### src/rtl/acc_seq_pkg.sv
// Shared types and constants for the accumulator control sequencer.
package acc_seq_pkg;

    typedef enum logic [1:0] {
        IDLE  = 2'd0,
        FIRST = 2'd1,
        ACCUM = 2'd2,
        DONE  = 2'd3
    } state_t;

    // Datapath mux select values for SelB.
    localparam logic SEL_ABUS = 1'b0;
    localparam logic SEL_SUM  = 1'b1;

endpackage

### src/rtl/acc_sequencer.sv
// Sequences the 4-bit accumulator datapath through an N-operand summation job,
// pulling operands over a valid/ready handshake and pulsing done at the end.
module acc_sequencer
    import acc_seq_pkg::*;
#(
    parameter int CNT_W = 4
) (
    input  logic             clk,
    input  logic             rst,
    input  logic             start,
    input  logic [CNT_W-1:0] op_count,
    input  logic             operand_valid,
    output logic             operand_ready,
    output logic             SelB,
    output logic             LoadAc,
    output logic             AddAlu,
    output logic             busy,
    output logic             done
);

    state_t           state_reg, state_next;
    logic [CNT_W-1:0] remaining_reg, remaining_next;
    logic             active;

    assign active = (state_reg == FIRST) || (state_reg == ACCUM);

    // Masking with rst keeps the datapath from loading on the reset edge.
    assign operand_ready = active & ~rst;
    assign LoadAc        = operand_valid & operand_ready;

    assign SelB   = (state_reg == ACCUM) ? SEL_SUM : SEL_ABUS;
    assign AddAlu = SelB;
    assign busy   = (state_reg != IDLE);
    assign done   = (state_reg == DONE);

    always_ff @(posedge clk) begin
        if (rst) begin
            state_reg     <= IDLE;
            remaining_reg <= '0;
        end else begin
            state_reg     <= state_next;
            remaining_reg <= remaining_next;
        end
    end

    always_comb begin
        state_next     = state_reg;
        remaining_next = remaining_reg;
        case (state_reg)
            IDLE: begin
                if (start) begin
                    remaining_next = op_count;
                    state_next     = (op_count == '0) ? DONE : FIRST;
                end
            end
            FIRST, ACCUM: begin
                if (LoadAc) begin
                    if (remaining_reg != '0) begin
                        remaining_next = remaining_reg - CNT_W'(1);
                    end
                    // A count of 0 here can only come from corruption; finish rather than spin.
                    state_next = (remaining_reg <= CNT_W'(1)) ? DONE : ACCUM;
                end
            end
            DONE: begin
                state_next = IDLE;
            end
            default: begin
                state_next = IDLE;
            end
        endcase
    end

endmodule
### config.mk
export PLATFORM = sky130hd
export DESIGN_NAME = acc_sequencer
export DESIGN_NICKNAME = d
export VERILOG_FILES = /design/src/rtl/acc_seq_pkg.sv /design/src/rtl/acc_sequencer.sv
export SDC_FILE = /design/constraint.sdc
export NUM_CORES = 1
export LEC_CHECK = 0
export BUFFER_PORTS_ARGS = -buffer_cell sky130_fd_sc_hd__buf_4
export CAP_MARGIN = 25
export CORE_AREA = 2 2 39 41
export CTS_BUF_LIST = sky130_fd_sc_hd__clkbuf_2
export CTS_CLUSTER_DIAMETER = 50
export DETAILED_ROUTE_END_ITERATION = 10
export DIE_AREA = 0 0 41 43
export GPL_TIMING_DRIVEN = 0
export HOLD_SLACK_MARGIN = 0.06
export PLACE_DENSITY = 0.67
export SYNTH_ARGS = -nofsm -noshare
export SYNTH_HDL_FRONTEND = slang
export SYNTH_SLANG_ARGS = --single-unit
### constraint.sdc
create_clock -name clk -period 2.6 [get_ports clk]
set_input_delay 0.13 -clock clk [delete_from_list [all_inputs] [get_ports clk]]
set_output_delay 0.13 -clock clk [all_outputs]
set_load 0.05 [all_outputs]
* Word level (Yosys, flattened, before mapping) *
Index checks and enable logic that the tools add are counted.
W data, S select, Z words.

cells by class
  reductions and logical operators = 9
  eq/ne operators = 6
  bitwise operators = 3
  add/sub/neg operators = 1
  mux-type cells = 10
  order comparisons = 1

operators by type and width
  cell                   count
  $mux W4                3
  $pmux W4 S2            1
  $mux W2                3
  $ne A2 B2 Y1 const B   3
  $pmux W2 S3            1
  $eq A2 B2 Y1 const B   2
  $le A4 B1 Y1 const B   1
  $logic_not A4 Y1       1
  $reduce_and A4 Y1      1
  $reduce_bool A2 Y1     2
  $reduce_bool A4 Y1     1
  $sub A4 B1 Y4 const B  1
  $and A1 B1 Y1          2
  $eq A2 B1 Y1 const B   1
  $logic_not A2 Y1       1
  $mux W1                2
  $reduce_and A2 Y1      1
  $reduce_or A2 Y1       1
  $logic_or A1 B1 Y1     1
  $not A1 Y1             1

word-level totals
  register bits = 6
  output and inout bits = 6

* Logic depth before layout (Yosys ltp) *
  depth after elaboration = 6
  gate-level depth with buffers = 7

* Worst setup path after synthesis *
Ideal clock, no wire load.

  path kind = flip-flop to output port
  start = register state_reg[1]
  end = output LoadAc
  setup slack = 0.052 ns
  path buffers = 2
  stages on the path, launching flop included = 7
  data arrival time = 2.418 ns
  cells stage by stage = dfxtp_1 inv_1 ha_1 buf_6 clkbuf_1 nor2b_1 and2_1

between the ends
  cells in the longest elaborated chain, start to end = 4
  elaborated cells between the ends (all ways) = 5
  classes of those cells = eq/ne (2); bitwise (2); reduce/logical (1)

RTL lines
  item                                                 RTL line             source
  from (decl)                                          acc_sequencer.sv:21  state_t state_reg, state_next;
  from (signal assigned)                               acc_sequencer.sv:41  state_reg <= state_next;
  $eq A2 B1 Y1 / $eq A2 B2 Y1 (equally long branches)  acc_sequencer.sv:25  assign active = (state_reg == FIRST) || (state_reg == ACCUM);
  $logic_or A1 B1 Y1 *                                 acc_sequencer.sv:25
  $and A1 B1 Y1 *                                      acc_sequencer.sv:28  assign operand_ready = active & ~rst;
  net operand_ready                                    acc_sequencer.sv:13  output logic operand_ready,
  $and A1 B1 Y1 *                                      acc_sequencer.sv:29  assign LoadAc = operand_valid & operand_ready;
  to (decl)                                            acc_sequencer.sv:15  output logic LoadAc,

Mark *: on every way through the listed nets, which the timed path passes. The rest lies on a longest branch.

* Final worst setup path *
  start = register state_reg[0]
  end = output LoadAc

between the ends
  cells in the longest elaborated chain, start to end = 4
  elaborated cells between the ends (all ways) = 5
  classes of those cells = eq/ne (2); bitwise (2); reduce/logical (1)

RTL lines
  item                                                 RTL line
  $eq A2 B1 Y1 / $eq A2 B2 Y1 (equally long branches)  acc_sequencer.sv:25
  $logic_or A1 B1 Y1 *                                 acc_sequencer.sv:25
  $and A1 B1 Y1 *                                      acc_sequencer.sv:28
  $and A1 B1 Y1 *                                      acc_sequencer.sv:29

Mark *: on every way between the ends. The rest lies on a longest branch, timed or not.

==> results.txt <==
Leaving out filler cells and counting taps, the final layout contains 97. At the pin with the least slew margin, the transition time is 0.427 ns. Startpoint kind of the worst setup timing path: a flop. The horizontal die dimension was 41 um; the area of all sequential standard cells was 120 sq um.

Setup repair after global routing left no endpoint under its margin. The post-synthesis net count came out at 81. The cell area reported after detailed placement came out at 689 sq um.

In the layout the commonest cells are 13 x buf_4, 8 x inv_1, 8 x nor2_1. The leading cell type in the layout, fill and taps excluded is buf_4. For this block, the initial DRC count from the detailed router was 8.

The number of gates resized after CTS is 0, and the max-cap check violation count is 0. After clock tree synthesis, the clock-pin slew on the worst setup and hold paths is 0.06 ns. The data arrival time of the critical path was 2.05 ns; the worst-path maximum fanout was 10.

Summed over all layers, the routed wires come to 1110 um. Maximum number of pins on one net before global-route repair: 11. The worst hold path terminates at remaining_reg[1].

The tools report the via count of the first global-routing pass as 488. The worst min-delay path class is in -> reg. The worst setup path category is reg -> out. The register with the most flip-flops in the layout has 4 of them. Routability-driven placement finished with a final weighted congestion of 0.798. The number of setup buffers added after CTS is 0. The final instance area came out at 704 sq um. Compared with the post-synthesis result, the final layout area differs by 21.6%. Once placement completed, the tool counted placed cells totaling 94.

The run gives 0 as the antenna cell count. In this run the power density over the cells is 1270 nW/um^2. The largest single stage delay on the critical path is 0.36 ns. The detailed-route via count is 509, and the worst-case reg-to-reg path depth is 7. Number of H-tree levels: 1.

In the global route stage, overall resource usage came out at 15.9%. The capturing point of the worst reg2reg path is remaining_reg[1]. Sequential elements use 20.7% of the synthesized area. For this design, the slowest cell found on the critical path is dfxtp_1. The tools report the initial core utilization as 41.9%.

The count of final max-slew check failures is 0. VDD sags by at most 0.593 mV. The first detailed-routing pass ran for 4 iterations.

The core region area was 1380 sq um; the post-detailed-placement half-perimeter wirelength was 909 um. In this run the register-to-register setup slack is 0.77 ns. The tools report the worst slew margin relative to its limit as 71.6%. Counting every sink on the clock net gives 6. Counting the buffers created by CTS gives 3. In this run the remaining antenna-violating nets after routing total 0. For the post-route setup TNS, the log shows 0 ns.

The layout has 137 filler cells. TritonCTS built the clock tree. Among cell families on the critical path, the largest total delay comes from buffers and inverters. On the final layout, the worst clock skew is 0.00549 ns. The startpoint of the worst-slack reg-to-reg timing path was state_reg[0]. The worst path uses 83.8% of the clock period. The element type at the critical path end was an output port. The analysis attributes to cell leakage a power of 0.000321 uW.

Hold repair after CTS inserted 0 buffers. The number of buffers and inverters on the critical path came out at 4. The count of input and output buffers was 12. The number of I/O pins is 14. For the total area of multi-input combinational cells, the log shows 395 sq um. In this run the most critical hold path is launched from rst. In this run the core area contains 14 standard-cell rows. Final standard cell utilization of the core: 50.9%. The flow ran to the end, and the final reports show no timing, DRC or antenna violations.

The average vias per placed instance was 5.25; the sum of internal, switching and leakage power was 897 uW. Along the worst hold path, the cell count comes to 2. The logs give 0 for the initial antenna violation count and 0 for the count of final hold-check violations. The fraction of layout cells with a size suffix above 1 was 29.6%. The synthesized area per cell was 8.78 sq um; the maximum clock path buffer count was 2. The overall die area was 1760 sq um; the wire length per cell after detailed routing was 11.4 um. Counting flops and latches in the post-synthesis netlist gives 6. The count of warnings emitted by yosys was 0. For this run, the post-layout net count is 98. Aggregate global routing overflow: 0. In this run the vertical extent of the chip is 43 um.

After detailed routing, the number of remaining DRC violations is 0. The achievable clock frequency came out at 459 MHz. The minimum clock period is 2.18 ns, and the unique cell type count in the Yosys netlist is 31.

The first global-routing pass estimated 1880 um of wire. The critical path goes through inv_1, ha_1, buf_6, clkbuf_1, nor2b_1, and2_1, buf_4. The number of failing setup endpoints in the final timing report is 0, and the netlist area before placement is 579 sq um. The tools report the insertion delay to the later sink of the worst-skew pair as 0.23 ns. The tools report the required time of the worst setup path as 2.47 ns. Counting every instance in the synthesized netlist gives 66. CTS root buffer: clkbuf_2.
==> metrics by stage <==
| stage | hold WS (ns) | setup slack (ns) |
|---|---|---|
| 4_1_cts | 0.0935 | 0.408 |
| 2_1_floorplan | 0.313 | 0.0517 |
| 6_report | 0.0940 | 0.421 |
| 3_5_place_dp | 0.340 | 0.667 |
| 5_1_grt | 0.0878 | 0.254 |
| 3_3_place_gp | 0.338 | 0.734 |
==> layer usage <==
| layer | part of all wire, % | up-vias | GRT usage, % |
|---|---|---|---|
| met5 | 0 | - | 0 |
| met4 | 0 | 0 | 6.00 |
| met3 | 7.7 | 0 | 9.42 |
| met2 | 50 | 21 | 22.8 |
| met1 | 42 | 232 | 18.9 |
| li1 | - | 256 | - |
==> logic make-up (layout without fill, tap and decap cells) <==
logic type               after synthesis  count (layout)  synth area share [%]
AND/OR/NAND/NOR                       23              23                  24.2
AO/OA/AOI/OAI                         15              15                  24.0
buffers and inverters                 12              27                  11.0
adder cells (fa/ha/maj)                7               7                  15.1
flip-flops                             6               6                  20.7
multiplexers                           2               2                  3.46
XOR/XNOR                               1               1                  1.51
==> worst max path at each step <==
stage                             from  cells after the start  endpoint
after floorplan           state_reg[1]                      6    LoadAc
after global placement    state_reg[0]                      7    LoadAc
after detailed placement  state_reg[0]                      7    LoadAc
after CTS                 state_reg[1]                      7    LoadAc
after global routing      state_reg[0]                      7    LoadAc
final                     state_reg[0]                      7    LoadAc
==> power by group <==
| group | switching [uW] | leakage, uW | internal [uW] |
|---|---|---|---|
| Sequential | 32.6 | 0.0000496 | 122 |
| Combinational | 393 | 0.000259 | 282 |
| Clock | 35.6 | 0.0000125 | 31.2 |
==> area by class of cell <==
cell class	count	area share (%)
sequential	6	17.1
clock buffer	3	2.13
buffer	4	4.80
inverter	8	4.26
multi-input combinational	48	56.1
tap	16	2.84
timing repair buffer	12	12.8
==> synth_stat cells <==
cell type | number | area [sq um]
a2111oi_4 | 1 | 27.5
a211o_1 | 1 | 8.76
a211oi_1 | 2 | 15.0
a211oi_2 | 1 | 12.5
a21oi_1 | 3 | 15.0
a21oi_4 | 1 | 16.3
a31oi_1 | 1 | 6.26
and2_1 | 1 | 6.26
and2b_1 | 1 | 7.51
buf_4 | 1 | 7.51
buf_6 | 2 | 22.5
clkbuf_1 | 1 | 3.75
dfxtp_1 | 6 | 120
ha_1 | 7 | 87.6
inv_1 | 8 | 30.0
mux2i_1 | 2 | 20.0
nand2_1 | 4 | 15.0
nand2b_1 | 1 | 6.26
nand2b_4 | 1 | 13.8
nor2_1 | 8 | 30.0
nor2_2 | 1 | 6.26
nor2b_1 | 1 | 6.26
nor3_1 | 2 | 10.0
nor3b_1 | 1 | 7.51
nor4_1 | 1 | 6.26
nor4bb_4 | 1 | 25.0
o21ai_0 | 2 | 10.0
o221a_1 | 1 | 11.3
o31ai_1 | 1 | 7.51
o32ai_1 | 1 | 8.76
xor2_1 | 1 | 8.76
Note: power is estimated with default switching activity, not from simulation.
